## src/rtl/poly_voice_mixer_pkg.sv

```systemverilog
// Shared definitions for the polyphonic voice mixer.
//   mix_state_t : encoding of the mix FSM (IDLE -> COLLECT -> SUM -> OUT)
//   SUM_CNT_W   : width of the SUM-phase voice counter (covers up to 8 voices)
//   lowest_set8 : priority encoder over an 8-bit mask, returns {found, index}
package poly_voice_mixer_pkg;

    typedef enum logic [1:0] {
        MIX_IDLE    = 2'd0,
        MIX_COLLECT = 2'd1,
        MIX_SUM     = 2'd2,
        MIX_OUT     = 2'd3
    } mix_state_t;

    localparam int SUM_CNT_W = 4;

    // Lowest set bit wins; bit 3 of the result flags that any bit was set.
    function automatic logic [3:0] lowest_set8(input logic [7:0] mask);
        logic [3:0] res;
        res = 4'd0;
        for (int i = 7; i >= 0; i--) begin
            if (mask[i]) res = {1'b1, 3'(i)};
        end
        return res;
    endfunction

endpackage

```

## src/rtl/poly_voice_mixer_voice_allocator.sv

```systemverilog
// Voice allocator for poly_voice_mixer.
// Picks the lowest free voice for a note request, or the voice at the steal
// pointer when every voice is occupied (STEAL=1), or flags a drop (STEAL=0).
// A voice counts as occupied while it reports busy or while it has been handed
// a note that it has not yet acknowledged by raising busy (reserved mask).
// Ports:
//   clk, reset   : clock, synchronous active-high reset
//   request      : note request this cycle (load_note & play)
//   voice_busy   : per-voice playing status
//   alloc_idx    : chosen voice index, meaningful when alloc_valid
//   alloc_valid  : request will be loaded into alloc_idx
//   alloc_drop   : request is discarded (all occupied, stealing disabled)
module voice_allocator
    import poly_voice_mixer_pkg::*;
#(
    parameter int NUM_VOICES = 4,
    parameter int VIDX_W     = 3,
    parameter int STEAL      = 1
) (
    input  logic                  clk,
    input  logic                  reset,
    input  logic                  request,
    input  logic [NUM_VOICES-1:0] voice_busy,
    output logic [VIDX_W-1:0]     alloc_idx,
    output logic                  alloc_valid,
    output logic                  alloc_drop
);

    logic [NUM_VOICES-1:0] reserved;
    logic [NUM_VOICES-1:0] grant;
    logic [VIDX_W-1:0]     steal_ptr;
    logic [7:0]            free_pad;
    logic [3:0]            enc;
    logic                  found;

    always_comb begin
        free_pad = '0;
        free_pad[NUM_VOICES-1:0] = ~(voice_busy | reserved);
    end

    assign enc         = lowest_set8(free_pad);
    assign found       = enc[3];
    assign alloc_idx   = found ? VIDX_W'(enc[2:0]) : steal_ptr;
    assign alloc_valid = request && (found || (STEAL != 0));
    assign alloc_drop  = request && !found && (STEAL == 0);

    always_comb begin
        grant = '0;
        for (int i = 0; i < NUM_VOICES; i++) begin
            grant[i] = alloc_valid && (alloc_idx == VIDX_W'(i));
        end
    end

    always_ff @(posedge clk) begin
        if (reset) begin
            reserved  <= '0;
            steal_ptr <= '0;
        end else begin
            // A newly granted voice stays reserved until its busy flag shows up.
            reserved <= (reserved & ~voice_busy) | grant;
            if (request && !found && (STEAL != 0)) begin
                if (steal_ptr == VIDX_W'(NUM_VOICES - 1)) steal_ptr <= '0;
                else                                      steal_ptr <= steal_ptr + 1'b1;
            end
        end
    end

endmodule

```

## src/rtl/poly_voice_mixer.sv

```systemverilog
// Polyphonic front end between song_reader and NUM_VOICES note_player voices.
// Allocation: a note request (load_note & play) is handed to a voice one cycle
// later via a one-hot voice_load pulse with registered note/duration.
// Mixing: generate_next_sample starts a collect phase that latches each voice's
// sample on its ready pulse, then the samples are summed serially, shifted by
// SHIFT and saturated into mix_sample, announced by a mix_ready pulse.
// Ports:
//   clk, reset                     : clock, synchronous active-high reset
//   play, load_note, note, duration: note request from mcu/song_reader
//   note_accepted, dropped_note    : allocation outcome pulses
//   voice_load, voice_note, voice_duration : to note_player voices
//   voice_busy, voice_ready, voice_samples : from note_player voices
//   generate_next_sample           : mix request from codec_conditioner
//   mix_sample, mix_ready          : mixed sample and its update pulse
//   mix_overrun                    : mix request arrived while a mix was running
module poly_voice_mixer
    import poly_voice_mixer_pkg::*;
#(
    parameter int NUM_VOICES = 4,
    parameter int VIDX_W     = 3,
    parameter int NOTE_W     = 6,
    parameter int DUR_W      = 6,
    parameter int SAMPLE_W   = 16,
    parameter int SHIFT      = 2,
    parameter int STEAL      = 1
) (
    input  logic                           clk,
    input  logic                           reset,
    input  logic                           play,
    input  logic                           load_note,
    input  logic [NOTE_W-1:0]              note,
    input  logic [DUR_W-1:0]               duration,
    output logic                           note_accepted,
    output logic                           dropped_note,
    output logic [NUM_VOICES-1:0]          voice_load,
    output logic [NOTE_W-1:0]              voice_note,
    output logic [DUR_W-1:0]               voice_duration,
    input  logic [NUM_VOICES-1:0]          voice_busy,
    input  logic [NUM_VOICES-1:0]          voice_ready,
    input  logic [NUM_VOICES*SAMPLE_W-1:0] voice_samples,
    input  logic                           generate_next_sample,
    output logic [SAMPLE_W-1:0]            mix_sample,
    output logic                           mix_ready,
    output logic                           mix_overrun
);

    localparam int ACC_W = SAMPLE_W + VIDX_W + 1;
    localparam logic signed [ACC_W-1:0] SAT_MAX = ACC_W'((64'sd1 <<< (SAMPLE_W - 1)) - 64'sd1);
    localparam logic signed [ACC_W-1:0] SAT_MIN = ~SAT_MAX;

    function automatic logic signed [SAMPLE_W-1:0] shift_saturate(input logic signed [ACC_W-1:0] v);
        logic signed [ACC_W-1:0] s;
        s = v >>> SHIFT;
        if (s > SAT_MAX)      return SAT_MAX[SAMPLE_W-1:0];
        else if (s < SAT_MIN) return SAT_MIN[SAMPLE_W-1:0];
        else                  return s[SAMPLE_W-1:0];
    endfunction

    // ---------------- allocation: request -> registered voice load ----------------
    logic                  request;
    logic [VIDX_W-1:0]     alloc_idx;
    logic                  alloc_valid;
    logic                  alloc_drop;
    logic [NUM_VOICES-1:0] alloc_onehot;

    assign request = load_note & play;

    voice_allocator #(
        .NUM_VOICES (NUM_VOICES),
        .VIDX_W     (VIDX_W),
        .STEAL      (STEAL)
    ) u_alloc (
        .clk         (clk),
        .reset       (reset),
        .request     (request),
        .voice_busy  (voice_busy),
        .alloc_idx   (alloc_idx),
        .alloc_valid (alloc_valid),
        .alloc_drop  (alloc_drop)
    );

    always_comb begin
        alloc_onehot = '0;
        for (int i = 0; i < NUM_VOICES; i++) begin
            alloc_onehot[i] = alloc_valid && (alloc_idx == VIDX_W'(i));
        end
    end

    always_ff @(posedge clk) begin
        if (reset) begin
            voice_load     <= '0;
            note_accepted  <= 1'b0;
            dropped_note   <= 1'b0;
            voice_note     <= '0;
            voice_duration <= '0;
        end else begin
            voice_load    <= alloc_onehot;
            note_accepted <= alloc_valid;
            dropped_note  <= alloc_drop;
            if (alloc_valid) begin
                voice_note     <= note;
                voice_duration <= duration;
            end
        end
    end

    // ---------------- collect: latch samples on their ready pulses ----------------
    mix_state_t                   state;
    logic [NUM_VOICES-1:0]        ready_mask;
    logic [NUM_VOICES-1:0]        mask_next;
    logic signed [SAMPLE_W-1:0]   held [NUM_VOICES];
    logic [SUM_CNT_W-1:0]         sum_cnt;
    logic signed [SAMPLE_W-1:0]   sel_sample;
    logic signed [ACC_W-1:0]      acc;
    logic signed [ACC_W-1:0]      acc_next;

    assign mask_next = ready_mask | voice_ready;

    // Idle voices contribute silence regardless of what is on their sample bus.
    always_ff @(posedge clk) begin
        if (state == MIX_COLLECT) begin
            for (int i = 0; i < NUM_VOICES; i++) begin
                if (voice_ready[i]) begin
                    held[i] <= voice_busy[i] ? voice_samples[i*SAMPLE_W +: SAMPLE_W] : '0;
                end
            end
        end
    end

    // ---------------- sum: one voice per cycle into the accumulator ----------------
    always_comb begin
        sel_sample = '0;
        for (int i = 0; i < NUM_VOICES; i++) begin
            if (sum_cnt == SUM_CNT_W'(i)) sel_sample = held[i];
        end
    end

    assign acc_next = acc + $signed({{(ACC_W - SAMPLE_W){sel_sample[SAMPLE_W-1]}}, sel_sample});

    // ---------------- mix FSM and output register ----------------
    // The final SUM step writes mix_sample directly so that mix_ready is
    // visible during OUT, NUM_VOICES+1 cycles after the mask completes.
    always_ff @(posedge clk) begin
        if (reset) begin
            state       <= MIX_IDLE;
            ready_mask  <= '0;
            sum_cnt     <= '0;
            acc         <= '0;
            mix_sample  <= '0;
            mix_ready   <= 1'b0;
            mix_overrun <= 1'b0;
        end else begin
            mix_ready   <= 1'b0;
            mix_overrun <= generate_next_sample && (state != MIX_IDLE);
            case (state)
                MIX_IDLE: begin
                    if (generate_next_sample) begin
                        ready_mask <= '0;
                        state      <= MIX_COLLECT;
                    end
                end
                MIX_COLLECT: begin
                    ready_mask <= mask_next;
                    if (&mask_next) begin
                        sum_cnt <= '0;
                        acc     <= '0;
                        state   <= MIX_SUM;
                    end
                end
                MIX_SUM: begin
                    acc     <= acc_next;
                    sum_cnt <= sum_cnt + 1'b1;
                    if (sum_cnt == SUM_CNT_W'(NUM_VOICES - 1)) begin
                        mix_sample <= shift_saturate(acc_next);
                        mix_ready  <= 1'b1;
                        state      <= MIX_OUT;
                    end
                end
                MIX_OUT: begin
                    state <= MIX_IDLE;
                end
                default: state <= MIX_IDLE;
            endcase
        end
    end

endmodule

```

## config.mk

```make
export PLATFORM = sky130hd
export DESIGN_NAME = poly_voice_mixer
export DESIGN_NICKNAME = d
export VERILOG_FILES = /design/src/rtl/poly_voice_mixer_pkg.sv /design/src/rtl/poly_voice_mixer_voice_allocator.sv /design/src/rtl/poly_voice_mixer.sv
export SDC_FILE = /design/constraint.sdc
export NUM_CORES = 1
export LEC_CHECK = 0
export BUFFER_PORTS_ARGS = -buffer_cell sky130_fd_sc_hd__buf_4
export CORE_UTILIZATION = 35
export CTS_CLUSTER_SIZE = 8
export DETAILED_ROUTE_END_ITERATION = 7
export SLEW_MARGIN = 15
export SYNTH_ARGS = -nofsm -noshare
export SYNTH_HDL_FRONTEND = slang
export SYNTH_SLANG_ARGS = --single-unit
```

## constraint.sdc

```tcl
create_clock -name clk -period 5.3 [get_ports clk]
set_input_delay 1.325 -clock clk [delete_from_list [all_inputs] [get_ports clk]]
set_output_delay 1.325 -clock clk [all_outputs]
set_load 0.005 [all_outputs]
```

# Word level (Yosys, flattened, before mapping)
# Memories as Yosys holds them, arrays and structs flattened.
# Cells that the tools add are included.
[word_totals] reg_bits=72 latch_bits=0 mem_bits_rw=64 rom_bits=0 inputBits=89 out_inout_bits=36 word_cells=98 memories=1
[classes] addsub=3 n_mul=0 div=0 order_cmp=2 n_eq_ne=13 shifts=0 n_mux=39 n_bitwise=8 n_reduce_logical=19
[memory_table] name="held" depth=4 word_bits=16 rd=4 rd_clocked_by_memory_dff=0 write_ports=4 line_no="poly_voice_mixer.sv:111" source="logic signed [SAMPLE_W-1:0] held [NUM_VOICES];"
[op_table] operator="2-to-1 mux 16 bit" count=10
[op_table] operator="case mux 20 bit (2 select lines)" count=1
[op_table] operator="2-to-1 mux 4 bit" count=6
[op_table] operator="adder 20 x 16 -> 20 bit" count=1
[op_table] operator="2-to-1 mux 20 bit" count=1
[op_table] operator="greater-than comparator 18 x 16 -> 1 bit, second input constant" count=1
[op_table] operator="< comparator 18 x 16 -> 1 bit, second input constant" count=1
[op_table] operator="case mux 4 bit (2 select lines)" count=2
[op_table] operator="2-to-1 mux 1 bit" count=13
[op_table] operator="bitwise OR 4 bit" count=3
[op_table] operator="== test 3 x 2 -> 1 bit, second input constant" count=3
[op_table] operator="== test 4 x 2 -> 1 bit, second input constant" count=2
[op_table] operator="inverter 4 bit" count=2
[op_table] operator="case mux 2 bit (4 select lines)" count=1
[op_table] operator="logical AND 1 bit" count=6
[op_table] operator="2-to-1 mux 2 bit" count=3
[op_table] operator="2-to-1 mux 3 bit" count=2
[op_table] operator="AND reduction 2 bit" count=3
[op_table] operator="nonzero test 2 bit" count=3
[op_table] operator="adder 4 x 1 -> 4 bit, second input constant" count=1
[op_table] operator="AND 4 bit" count=1
[op_table] operator="== test 2 bit, second input constant" count=2
[op_table] operator="== test 4 x 1 -> 1 bit, second input constant" count=1
[op_table] operator="logical NOT 4 bit" count=1
[op_table] operator="other kinds (13)" count=14

# Longest topological paths before layout
# Gate-level depths: netlist (run 1).
[logic_depth] word_depth=10 mapped_depth=22 ltp_nobuf=19

# Hierarchy
# Synthesis (run 1) repeated with hierarchy kept, for this count alone.
[hier_totals] hier_cells=736 hier_area_um2=6945.4
[modules_own_cells] module="poly_voice_mixer" instances=1 cells_each=690 area_each_um2=6521.3 seq_area_each_um2=3243.1
[modules_own_cells] module="voice_allocator" instances=1 cells_each=46 area_each_um2=424.2 seq_area_each_um2=140.1

# Worst setup path before layout (run 1)
# Ideal clock, no wire load.
[synth_path] path_type="reg-to-reg" startpoint="register sum_cnt[1]" endpoint="register mix_sample[2]" setup_time_ns=0.066 t_arrival_ns=4.603 required_ns=5.234 setup_slack_ns=0.631 stages_incl_launch_ff=22 path_buffers=2 synth_period_minus_slack_ns=4.669 path_cell_list="dfxtp_1 -> inv_1 -> ha_1 -> nor4b_1 -> clkbuf_1 -> a22oi_1 -> nor2_1 -> a21oi_1 -> o21ai_0 -> ha_1 -> inv_1 -> fa_1 -> and2b_1 -> o2111ai_2 -> a211oi_2 -> o21bai_1 -> a211o_1 -> and3_4 -> or2_4 -> a41oi_4 -> buf_6 -> a2bb2oi_2"
[synth_between] elab_chain_len=9 word_cells_on_any_way=14 classes_between="add/sub: 1; order compare: 2; eq/ne: 3; mux: 6; reduce/logical: 2"
[synth_lines] element="start, declared" line_no="poly_voice_mixer.sv:112" source="logic [SUM_CNT_W-1:0] sum_cnt;"
[synth_lines] element="start signal, assigned" line_no="poly_voice_mixer.sv:172" source="sum_cnt <= sum_cnt + 1'b1;"
[synth_lines] element="logical NOT 4 bit" line_no="poly_voice_mixer.sv:134" source="if (sum_cnt == SUM_CNT_W'(i)) sel_sample = held[i];"
[synth_lines] element="2-to-1 mux 16 bit (4 in a row)" line_no="poly_voice_mixer.sv:134"
[synth_lines] element="adder 20 x 16 -> 20 bit" line_no="poly_voice_mixer.sv:138" source="assign acc_next = acc + $signed({{(ACC_W - SAMPLE_W){sel_sample[SAMPLE_W-1]}}, sel_sample});"
[synth_lines] element="< comparator 18 x 16 -> 1 bit" line_no="poly_voice_mixer.sv:55" source="else if (s < SAT_MIN) return SAT_MIN[SAMPLE_W-1:0];"
[synth_lines] element="2-to-1 mux 16 bit" line_no="poly_voice_mixer.sv:55"
[synth_lines] element="2-to-1 mux 16 bit" line_no="poly_voice_mixer.sv:54" source="if (s > SAT_MAX) return SAT_MAX[SAMPLE_W-1:0];"
[synth_lines] element="end signal, assigned" line_no="poly_voice_mixer.sv:174" source="mix_sample <= shift_saturate(acc_next);"
[synth_lines] element="end, declared" line_no="poly_voice_mixer.sv:42" source="output logic [SAMPLE_W-1:0] mix_sample,"
# Parallel ways exist; a longest one is shown, timed or not.
# A chain may end at the register's enable or synchronous reset.

# Final worst setup path (run 1)
[layout_path] startpoint="register sum_cnt[1]" endpoint="register mix_sample[13]"
# Same word-level chain as after synthesis.

==> results of run 1 <==
-- metrics by stage --
stage / util (%) / hold WS (ns) / area, µm² / instances / setup WS, ns
finish: 44.5 / 0.453 / 8300 / 1043 / 0.657
global route: 44.5 / 0.471 / 8300 / 1043 / 0.270
CTS: 44.5 / 0.456 / 8300 / 1043 / 0.677
detailed placement: 41.6 / 0.447 / 7760 / 1011 / 0.705
global placement: 41.6 / 0.441 / 7760 / 1011 / 0.797
floorplan: - / 0.444 / 6650 / 687 / 0.631
-- placed cells by master (no fill, tap or decap), types with 15 or more instances in the layout --
master / Yosys / final
buf_4: 2 / 130
nand2_1: 92 / 92
and2_1: 74 / 74
a21oi_1: 74 / 74
dfxtp_1: 72 / 72
edfxtp_1: 64 / 64
nor2_1: 44 / 44
o21ai_0: 28 / 28
ha_1: 27 / 27
nand3_1: 25 / 25
clkbuf_16: 0 / 17
a22oi_1: 15 / 15
-- worst register-to-register path, cell delays in order, from the launching register on --
cell and delay [ns]:
dfxtp_1 0.39, inv_1 0.08, ha_1 0.22, nor4b_2 0.34, a22oi_1 0.15, nor2_1 0.11, a21oi_1 0.05, o21ai_0 0.15
ha_1 0.21, inv_1 0.06, fa_1 0.39, and2b_1 0.24, o2111ai_2 0.13, a211oi_2 0.33, o21bai_1 0.15, a211o_1 0.32
and3_4 0.18, or2_4 0.23, a41oi_4 0.58, a2bb2oi_1 0.23
-- where the power goes --
part / total (mW) / internal, mW / switching (mW)
Clock: 1.09 / 0.606 / 0.482
Sequential: 1.29 / 1.24 / 0.0495
Combinational: 1.24 / 0.499 / 0.741
-- kinds of logic (layout without fill, tap and decap cells) --
kind of cell,after synthesis,count (layout),synth area share [%]
compound gates,180,180,18.1
xor+xnor,17,17,2.24
fa+ha+maj,28,28,5.38
simple gates,269,269,19.8
flops,136,136,50.6
buf+inv,52,174,3.18
other cells,1,1,0.0564
mux,4,4,0.621
-- flip-flops by register name, summed over array words and instances (netlist names), 2 cells and up --
register / flops
voice_load: 4
sum_cnt: 4
acc: 20
mix_sample: 16
ready_mask: 4
state: 2
voice_note: 6
voice_duration: 6
held: 64
u_alloc.steal_ptr: 3
u_alloc.reserved: 4
-- routing by layer --
layer / up-vias / part of all wire, % / GRT usage (%)
met5: - / 0 / 0
li1: 2647 / - / -
met3: 10 / 5.3 / 3.37
met4: 0 / 0.65 / 4.57
met2: 153 / 44 / 24.3
met1: 2344 / 50 / 23.1
-- final cells by class --
type / instances / area, µm²
Multi-Input combinational cell: 499 / 3080
Clock inverter: 15 / 116
Clock buffer: 17 / 425
Inverter: 12 / 45.0
Fill cell: 1804 / 10300
Timing Repair Buffer: 130 / 976
Sequential cell: 136 / 3360
Tap cell: 234 / 293
-- path summary, 6_finish.rpt --
check                      from              to  slack [ns]
setup reg to reg     sum_cnt[1]  mix_sample[13]        0.66
hold / removal    voice_note[5]   voice_note[5]        0.45
setup / recovery     sum_cnt[1]  mix_sample[13]        0.66
hold reg to reg   voice_note[5]   voice_note[5]        0.45
==> results.ini, run 1 <==
[clock_network]
tritoncts=built
path_clk_slew_ns=0.06
post_cts_buffers=0
htree_levels=4
clockRootBuffer=clkbuf_16
cts.sinks=136
cts_buffers=17
ctsResizeCount=0
worstSkewPairLatency_ns=0.42
cts_buffer_depth=2
postCtsHoldBufs=0

[finish]
drive_gt1_share_pct=22.2
fin_nets=913
area_delta_synth_final_pct=24.8
antenna_cells=0

[sta]
finalHoldViolCount=0
min_period_over_period_pct=87.6
slew_violations=0
finalSetupTns_ns=0
slew_headroom_pct=24.6
setup_viol=0
worst_pin_slew_ns=1.13
fin_crit_ns=4.64
fmax_mhz=215
rsz0062_at_grt=no
fin_skew_ns=0.00781

[worst_setup_path]
worst_setup_path_start_kind=flip-flop
critPathBufInv=2
path_max_fanout=15
critPathRequiredTime_ns=5.64
crit_path_end_kind=flip-flop
reg2reg_depth=19
cp_slowest_cell=a41oi_4
crit_type=reg -> reg
path_delay_family=compound AO/OA/AOI/OAI gates
worstPathArrival_ns=4.99
crit_path_cell_trace=inv_1 > ha_1 > nor4b_2 > a22oi_1 > nor2_1 > a21oi_1 > o21ai_0 > ha_1 > inv_1 > fa_1 > and2b_1 > o2111ai_2 > a211oi_2 > o21bai_1 > a211o_1 > and3_4 > or2_4 > a41oi_4 > a2bb2oi_1
cp_slowest_stage_delay_ns=0.58
crit_cells=19

[drt]
drc=1
vias_per_cell=4.94
ant_nets=0
drt-total-wl_um=15300
num_vias=5154
drt_iter0_markers=323
routedWlPerCell_um=14.7
drt_first_pass_iters=7

[power]
total_power_mw=3.62
ir_worst_vdd_mv=0.236
power_density_nw_per_um2=436
p_leak_nw=3.30

[synthesis]
synth_edf_count=64
yosysTopAreaCell=edfxtp_1
synth-seq-cells=136
syn_inst=687
postSynth.asyncResetShare_pct=0
synth_top_area_share_pct=28.9
yosysMostFrequentCell=nand2_1
synth.distinct_cells=58
synth_area_leaders=edfxtp_1 (29%), dfxtp_1 (22%), and2_1 (7.0%), a21oi_1 (5.6%), nand2_1 (5.2%)
synth_nets=804
synth_area_um2=6650
yosys_warnings=0
ys.flop_type=dfxtp_1
ys_top_cells_by_count=nand2_1 (92), a21oi_1 (74), and2_1 (74)
syn_area_per_cell_um2=9.68
ys_seq_area_share_pct=50.6

[placed_design]
hpwl_um=11000
port_buffers=123
gp_congestion=0.879

[status]
violations=design-rule violations
outcome=finished, violations left

[global_route]
grt_pass1_wl_um=24700
grt_max_degree=57
grt-ovfl-total=0
grt_usage_pct=16.1
antenna_found_initial=0
grt_pass1_vias=4865

[die]
die_h_um=140
dieWidth_um=140
io-pin-count=125
initial_utilization_pct=35.7
row_count=50
coreArea_um2=18600
die-area_um2=19600

[job]
maxCapViolCount=0

[hold_path]
hold_path.class=reg -> reg
holdPathStages=2

(Power assumes the default switching activity.)
==> inputs of run 2 (changes only) <==
--- a/config.mk
+++ b/config.mk
@@ -6,6 +6,7 @@
 export NUM_CORES = 1
 export LEC_CHECK = 0
 export BUFFER_PORTS_ARGS = -buffer_cell sky130_fd_sc_hd__buf_4
+export CAP_MARGIN = 20
 export CORE_UTILIZATION = 35
 export CTS_CLUSTER_SIZE = 8
 export DETAILED_ROUTE_END_ITERATION = 7
==> constraint.sdc (replaced) <==
create_clock -name clk -period 5.3 [get_ports clk]
set_input_delay 0.265 -clock clk [delete_from_list [all_inputs] [get_ports clk]]
set_output_delay 0.265 -clock clk [all_outputs]
set_load 0.005 [all_outputs]
==> run 2 against run 1 <==
Against the previous run:
- the run still ends with design-rule violations left
- sequential share of layout area down 0.29 points
- routed wire length down 1.6%
- clock power up 11%
- cell area up 0.72%
- global-route usage about the same
- combinational power about the same
- sequential power about the same
- first-iteration DRC count up 14%
- non-clock buffer count unchanged
- critical path type unchanged
- largest cell class unchanged
==> results.ini, run 2 (synthesized netlist as in run 1, its figures left out) <==
[status]
outcome=finished, violations left  ; unchanged
violations=design-rule violations  ; unchanged

[sta]
whs_ns=0.0931  ; was 0.453 ns
slew_violations=0  ; unchanged
finalHoldViolCount=0  ; unchanged
fin_skew_ns=0.0158  ; was 0.00781 ns
finalSetupTns_ns=0  ; unchanged
worst_pin_slew_ns=1.09  ; was 1.13 ns
rsz0062_at_grt=no  ; unchanged
min_period_over_period_pct=86.2  ; was 87.6%
setup_viol=0  ; unchanged
slew_headroom_pct=27.0  ; was 24.6%
fin_crit_ns=4.57  ; was 4.64 ns
fmax_mhz=219  ; was 215 MHz

[drt]
num_vias=5088  ; was 5,154
drt-total-wl_um=15100  ; was 15,300 µm
routedWlPerCell_um=14.5  ; was 14.7 µm
drt_iter0_markers=368  ; was 323
wl_met1_um=7680  ; was 7740 µm
wl_met2_um=6630  ; was 6680 µm
ant_nets=0  ; unchanged
drc=1  ; unchanged
vias_per_cell=4.88  ; was 4.94
top_layer_used=met4  ; unchanged
drt_first_pass_iters=6  ; was 7
wl_met3_um=643  ; was 814 µm

[die]
coreArea_um2=18600  ; unchanged
die_h_um=140  ; unchanged
row_count=50  ; unchanged
io-pin-count=125  ; unchanged
initial_utilization_pct=35.7  ; unchanged
dieWidth_um=140  ; unchanged
die-area_um2=19600  ; unchanged

[worst_setup_path]
cp_slowest_stage_delay_ns=0.57  ; was 0.58 ns
crit_cells=19  ; unchanged
r2r-start=sum_cnt[1]  ; unchanged
path_delay_family=compound AO/OA/AOI/OAI gates  ; unchanged
cp_slowest_cell=a41oi_4  ; unchanged
r2r_setup_slack_ns=0.73  ; was 0.66 ns
worst_setup_path_start_kind=flip-flop  ; unchanged
worstPathArrival_ns=4.91  ; was 4.99 ns
critPathBufInv=2  ; unchanged
reg2reg_depth=19  ; unchanged
crit_path_cell_trace=inv_1 > ha_1 > nor4b_2 > a22oi_1 > nor2_1 > a21oi_1 > o21ai_0 > ha_1 > inv_1 > fa_1 > and2b_1 > o2111ai_2 > a211oi_2 > o21bai_1 > a211o_1 > and3_4 > or2_4 > a41oi_4 > a2bb2oi_1  ; unchanged
crit_path_end_kind=flip-flop  ; unchanged
crit_type=reg -> reg  ; unchanged
reg2reg_to=mix_sample[11]  ; was mix_sample[13]
path_max_fanout=15  ; unchanged
endpoint=mix_sample[11]  ; was mix_sample[13]
crit_start=sum_cnt[1]  ; unchanged
critPathRequiredTime_ns=5.64  ; about the same

[finish]
area_delta_synth_final_pct=25.7  ; was 24.8%
final_common_cell=buf_4  ; unchanged
fin_nets=913  ; unchanged
antenna_cells=0  ; unchanged
largest_reg_flops=64  ; unchanged
regMostFlops=held  ; unchanged
final_cell_mix=buf_4 (130), nand2_1 (92), and2_1 (74), a21oi_1 (74), dfxtp_1 (72)  ; unchanged
fin_cells=1043  ; unchanged
reg_top3=held (64), acc (20), mix_sample (16)  ; unchanged
drive_gt1_share_pct=22.1  ; was 22.2%
final_util_pct=44.8  ; was 44.5%

[global_route]
grt-ovfl-total=0  ; unchanged
grt_pass1_vias=4896  ; was 4,865
grt_usage_pct=16.1  ; about the same
grt_max_degree=57  ; unchanged
grt_pass1_wl_um=24700  ; about the same
antenna_found_initial=0  ; unchanged

[clock_network]
htree_levels=4  ; unchanged
cts_buffer_depth=2  ; unchanged
clockRootBuffer=clkbuf_16  ; unchanged
worstSkewPairLatency_ns=0.42  ; about the same
postCtsHoldBufs=0  ; unchanged
path_clk_slew_ns=0.06  ; about the same
tritoncts=built  ; unchanged
post_cts_buffers=0  ; unchanged
ctsResizeCount=0  ; unchanged
cts.sinks=136  ; unchanged
cts_buffers=17  ; unchanged

[job]
maxCapViolCount=0  ; unchanged

[power]
total_power_mw=3.73  ; was 3.62 mW
ir_worst_vdd_mv=0.221  ; was 0.236 mV
p_sw_mw=1.24  ; was 1.27 mW
p_leak_nw=3.33  ; was 3.30 nW
p_comb_share_pct=32.9  ; was 34.2%
internal-power_mw=2.49  ; was 2.35 mW
power_density_nw_per_um2=446  ; was 436 nW/µm²
seqPwrFrac_pct=34.7  ; was 35.7%
p_clk_share_pct=32.4  ; was 30.0%
swShare_pct=33.3  ; was 35.1%

[placed_design]
placed_cells=1011  ; unchanged
hpwl_um=10900  ; was 11,000 µm
gp_congestion=0.871  ; was 0.879
port_buffers=123  ; unchanged

[hold_path]
holdPathStages=3  ; was 2
hold_path.class=in -> reg  ; was reg -> reg

-- run 2: cell type report --
| cell class | instances | area, µm² |
|---|---|---|
| Fill cell | 1764 | 10300 |
| Sequential cell | 136 | 3360 |
| Multi-Input combinational cell | 499 | 3080 |
| Timing Repair Buffer | 130 | 976 |
| Clock buffer | 19 | 433 |
| Tap cell | 234 | 293 |
| Clock inverter | 13 | 169 |
| Inverter | 12 | 45.0 |
-- run 2: worst register-to-register path, delay by kind of cell, from the launching register on --
kind | cells | cell delay [ns]
simple gates | 5 | 1.09
buf+inv | 2 | 0.14
compound gates | 9 | 2.05
fa+ha+maj | 3 | 0.82
flops | 1 | 0.39
-- run 2: power groups by stage --
| stage | logic (mW) | clock network, mW | registers [mW] |
|---|---|---|---|
| 2_1_floorplan | 0.896 | 0 | 1.30 |
| 3_3_place_gp | 1.23 | 0 | 1.32 |
| 3_5_place_dp | 1.22 | 0 | 1.32 |
| 4_1_cts | 1.23 | 1.23 | 1.29 |
| 5_1_grt | 1.36 | 1.27 | 1.31 |
| 6_report | 1.23 | 1.21 | 1.29 |
-- run 2: per-layer routing --
metal	up-vias	global-route usage, %
met4	0	5.90
met2	124	23.7
met5	-	0
li1	2645	-
met1	2306	23.5
met3	13	2.72
-- run 2: worst min-delay path by stage --
| stage | end | from | slack (ns) |
|---|---|---|---|
| floorplan | note_accepted | reset | 0.35 |
| global placement | mix_sample[1] | mix_sample[1] | 0.44 |
| detailed placement | mix_sample[1] | mix_sample[1] | 0.45 |
| CTS | voice_duration[2] | duration[2] | 0.08 |
| global route | voice_note[2] | note[2] | 0.1 |
| finish | voice_note[1] | note[1] | 0.09 |
-- run 2: per-stage QoR --
stage | area, µm² | worst slack (ns)
2_1_floorplan | 6650 | 0.631
3_3_place_gp | 7760 | 0.787
3_5_place_dp | 7760 | 0.737
4_1_cts | 8360 | 0.710
5_1_grt | 8360 | 0.269
6_report | 8360 | 0.732
